### config.mk
export PLATFORM = sky130hd
export DESIGN_NAME = dm_responder
export DESIGN_NICKNAME = d
export VERILOG_FILES = /design/src/rtl/dm_responder.sv
export SDC_FILE = /design/constraint.sdc
export NUM_CORES = 2
export LEC_CHECK = 0
export CORE_ASPECT_RATIO = 1.1
export CORE_UTILIZATION = 40
export CTS_CLUSTER_DIAMETER = 30
export DETAILED_ROUTE_END_ITERATION = 8
export REMOVE_ABC_BUFFERS = 1
export SETUP_SLACK_MARGIN = 0.5
export SLEW_MARGIN = 0
export SYNTH_ARGS = -nofsm -noshare
export SYNTH_HDL_FRONTEND = slang
export SYNTH_SLANG_ARGS = --single-unit
### constraint.sdc
create_clock -name clk -period 5.65 [get_ports clk]
set_input_delay 0.8475 -clock clk [delete_from_list [all_inputs] [get_ports clk]]
set_output_delay 0.8475 -clock clk [all_outputs]
set_load 0.02 [all_outputs]
### src/rtl/dm_responder.sv
// dm_responder: data-memory port responder with RAM below IO_BASE and cycle/LED/timer registers above. Ports: clk, rst, ena/wea/addra/dina access, registered douta, led[7:0], timer_irq.
module dm_responder #(
  parameter int ADDR_W  = 7,
  parameter int DATA_W  = 32,
  parameter int IO_BASE = 124
) (
  input  logic              clk,
  input  logic              rst,
  input  logic              ena,
  input  logic              wea,
  input  logic [ADDR_W-1:0] addra,
  input  logic [DATA_W-1:0] dina,
  output logic [DATA_W-1:0] douta,
  output logic [7:0]        led,
  output logic              timer_irq
);
  localparam int A_CYC  = IO_BASE;
  localparam int A_LED  = IO_BASE + 1;
  localparam int A_TCMP = IO_BASE + 2;
  localparam int A_TST  = IO_BASE + 3;
  logic [DATA_W-1:0] mem [IO_BASE];
  logic [DATA_W-1:0] cycle, tcnt, tcmp, rdata;
  logic [31:0] a;
  logic flag, io, wr, wr_tcmp, match;
  assign a         = 32'(addra);
  assign io        = a >= IO_BASE;
  assign wr        = ena && wea && !rst;
  assign wr_tcmp   = wr && a == A_TCMP;
  assign match     = tcmp != '0 && tcnt == tcmp - DATA_W'(1);
  assign timer_irq = flag;
  always_comb
    rdata = !io          ? mem[addra] :
            a == A_CYC   ? cycle :
            a == A_LED   ? DATA_W'(led) :
            a == A_TCMP  ? tcmp :
            a == A_TST   ? DATA_W'(flag) : '0;
  always_ff @(posedge clk)
    if (wr && !io) mem[addra] <= dina;
  always_ff @(posedge clk) begin
    if (rst) begin
      douta <= '0;
      led   <= '0;
      cycle <= '0;
      tcnt  <= '0;
      tcmp  <= '0;
      flag  <= 1'b0;
    end else begin
      cycle <= cycle + DATA_W'(1);
      if (ena) douta <= rdata;
      if (wr && a == A_LED) led <= dina[7:0];
      if (wr_tcmp) begin
        tcmp <= dina;
        tcnt <= '0;
      end else if (match) tcnt <= '0;
      else if (tcmp != '0) tcnt <= tcnt + DATA_W'(1);
      // a match always sets the flag unless a TCMP write pre-empts it; W1C only clears when no set
      flag <= (match && !wr_tcmp) || (flag && !(wr && a == A_TST && dina[0]));
    end
  end
endmodule
==> impl_metrics.tcl <==
set metrics [dict create \
    netlist_instances 9108 \
    fin_ws_ns 0.817 \
    drive_above_1_share 0.217 \
    power_density_nw_per_um2 412 \
    worstReg2RegEnd "tcnt[5]$_SDFFE_PP0P_" \
    yosysUniqueCellTypes 79 \
    min_to "mem[77][17]$_DFFE_PP_" \
    cp_common_cell "buf_4" \
    power_uw 78600 \
    cts_max_level 6 \
    cp-start-kind "input port" \
    die_h_microns 658 \
    wl_per_cell_microns 39.0 \
    hp-start "dina[17]" \
    worstMarginPinSlew_ns 1.59 \
    cts-resized-gates 0 \
    clock_latency_ns 1.08 \
    initial_core_util 0.402 \
    dieArea_sq_um 393000 \
    hold_violations 0 \
    nFillCells 31653 \
    cts_tree "built" \
    required_ns 6.59 \
    initialDrtViolationCount 17961 \
    synthSimpleGateAreaFrac 0.0343 \
    synth.area.mux_share 0.0575 \
    report.final.slew_viol_count 4 \
    post_cts_buffers 0 \
    grt_max_degree 127 \
    slowest_delay_ns 0.91 \
    area_growth_pct 22.1 \
    p_leak_uw 0.0615 \
    status "finished with violations" \
    core-area_sq_um 389000 \
    synth-adder-area-share 0.000320 \
    violations "max-capacitance violations, max-slew violations" \
    timing.rr.start "tcmp[4]$_SDFFE_PP0P_" \
    synth_compound_area_frac 0.105 \
    grt_pass1_wl_mm 819 \
    ys_seq_area_frac 0.780 \
    hpwl_mm 370 \
    max_freq_mhz 207 \
    cp_max_fo 38 \
    slew_headroom -0.0639 \
    io_pins 84 \
    r2r_slack_ns 1.47 \
    min_period_ns 4.83 \
    synth-edff-count 3968 \
    rsz0062_at_grt "no" \
    final_cell_mix "edfxtp_1 (3968), clkbuf_16 (652), buf_4 (564)" \
    cp.arrival_ns 5.78 \
    synthXorXnorAreaFrac 0.00560 \
    port_buffers 83 \
    peakVddDrop_mv 0.316 \
    grt_util_all_layers 0.303 \
    ys_ff_latch 4105 \
    whs_path_depth 1 \
    vias_per_cell 6.45 \
    dr_total_vias 100717 \
    first_pass_iters 7 \
    setup_viol 0 \
    antenna_found_initial 55 \
    final.setup_skew_ns 0.0887 \
    drc 0 \
    hp-class "in2reg" \
    fin_crit_sh 0.855 \
    placementRows 240 \
    final_common_cell "edfxtp_1" \
    cts_buffers 647 \
    yosysWarningCount 0 \
    hold_buffers 0 \
    cts_num_sinks 4105 \
    grt.overflow.total 0 \
    synthArstFlopShare 0 \
    place_congestion 0.965 \
    register_area_sq_um 122000 \
    r2r_cells 8 \
    finalHoldWorstSlack_ns 0.0817 \
    worst_path_max_delay_cell "nor3_1" \
    cts.clk_slew.worst_paths_ns 0.05 \
    die_x_microns 598 \
    nets 9884 \
    synth_top_family_by_area "compound AO/OA/AOI/OAI gates" \
    grt_pass1_vias 95389 \
    ant_nets 0 \
    cts_root_buf "clkbuf_16" \
    avgSynthCellArea_sq_um 17.2 \
    cap_viol_max_count 2 \
    multi_input_area_sq_um 33000 \
    crit_type "in2reg" \
    synthFlopType "edfxtp_1" \
    preCtsSetupSlack_ns -0.0617 \
    endpoint_kind "register" \
    cts_buffer_depth 4 \
    drt_wl_total_mm 609 \
    cp_cell_sequence "buf_8, buf_4, mux2i_1, o21ai_0, nor3_1, a211oi_1, buf_4, o41ai_1, buf_4, o311ai_0, a22o_1" \
    syn_area_sq_um 156000 \
]
[where the power goes]
part	total [uW]	switching [uW]	internal [uW]
combinational	3850	2900	952
sequential	33500	79.8	33500
clock	41200	15300	25900
[cell usage after synthesis (15+ instances only)]
| cell type | instances | area share |
|---|---|---|
| edfxtp_1 | 3968 | 0.76 |
| a22oi_1 | 516 | 0.025 |
| nor2_1 | 475 | 0.011 |
| mux2i_1 | 439 | 0.028 |
| a21oi_1 | 412 | 0.013 |
| a221oi_1 | 380 | 0.021 |
| nand2_1 | 362 | 0.0087 |
| o21ai_0 | 315 | 0.010 |
| clkbuf_1 | 314 | 0.0075 |
| mux2_2 | 200 | 0.014 |
| buf_2 | 190 | 0.0061 |
| dfxtp_1 | 137 | 0.018 |
| a31oi_1 | 131 | 0.0052 |
| a22o_1 | 124 | 0.0069 |
| buf_1 | 105 | 0.0025 |
| mux4_2 | 104 | 0.015 |
| a221o_1 | 91 | 0.0058 |
| nand3_1 | 81 | 0.0026 |
| nor3_1 | 60 | 0.0019 |
| xnor2_1 | 52 | 0.0029 |
| a211oi_1 | 49 | 0.0024 |
| nor4_1 | 49 | 0.0020 |
| xor2_1 | 48 | 0.0027 |
| o22ai_1 | 47 | 0.0019 |
| nand4_1 | 43 | 0.0017 |
| a41oi_1 | 35 | 0.0020 |
| o211ai_1 | 33 | 0.0016 |
| o221ai_1 | 31 | 0.0017 |
| o2111ai_1 | 21 | 0.0012 |
| a222oi_1 | 20 | 0.0013 |
| inv_1 | 18 | 0.00043 |
| nor2b_1 | 16 | 0.00064 |
| a2111oi_0 | 15 | 0.00084 |
| or3_1 | 15 | 0.00060 |
[logic make-up (layout without fill, tap and decap cells)]
| family | Yosys count | count (layout) |
|---|---|---|
| AOI/OAI and AO/OA | 2312 | 2312 |
| xor gates and xnor gates | 100 | 100 |
| adders and majority gates | 4 | 4 |
| buffers and inverters | 643 | 1926 |
| DFF | 4105 | 4105 |
| muxes | 743 | 743 |
| other | 0 | 26 |
| and+or+nand+nor | 1201 | 1201 |
[worst max-delay path: cells and delay by family]
family          cells  cell delay [ns]
simple gates        1             0.91
buf+inv             4             1.55
mux                 1             0.65
compound gates      5             1.72
[area by class of cell]
cell class,count,share of cell area
diodes,26,0.000341
clock buffers,715,0.0870
clock inverters,488,0.0327
inverters,21,0.000498
multi-input cells,4360,0.173
flip-flops and latches,4105,0.639
well taps,5203,0.0341
repair buffers,702,0.0340
[state kept, by name, summed over array words and instances (netlist names)]
signal,flops
led,8
mem,3968
tcnt,32
cycle,32
tcmp,32
timer_irq,1
douta,32
[how the worst max path moves through the flow]
| stage | from | slack [ns] | end |
|---|---|---|---|
| 2_1_floorplan | addra[0] | -14.38 | mem[92][0]$_DFFE_PP_ |
| 3_3_place_gp | addra[2] | -0.11 | douta[22]$_SDFFE_PP0P_ |
| 3_5_place_dp | addra[2] | -0.06 | douta[6]$_SDFFE_PP0P_ |
| 4_1_cts | addra[2] | 1.04 | douta[22]$_SDFFE_PP0P_ |
| 5_1_grt | addra[2] | 0.92 | douta[13]$_SDFFE_PP0P_ |
| 6_report | addra[2] | 0.82 | douta[22]$_SDFFE_PP0P_ |
[per-stage QoR]
stage               TNS [ns]  std cells  area (sq um)  utilization
global route               0      15596        191000        0.491
global placement      -0.192      14387        168000        0.432
floorplan                  -       8486        154000            -
finish                     0      15620        191000        0.491
CTS                        0      15594        191000        0.491
detailed placement    -0.114      14391        168000        0.432
[layer usage]
layer	GRT usage	wire length, microns	up-vias
met5	0	153	-
met4	0.208	50000	22
met3	0.0694	77600	1745
met2	0.456	270000	8436
met1	0.389	212000	51536
li1	-	-	38978
No activity file was read; power rests on OpenSTA's default activity.
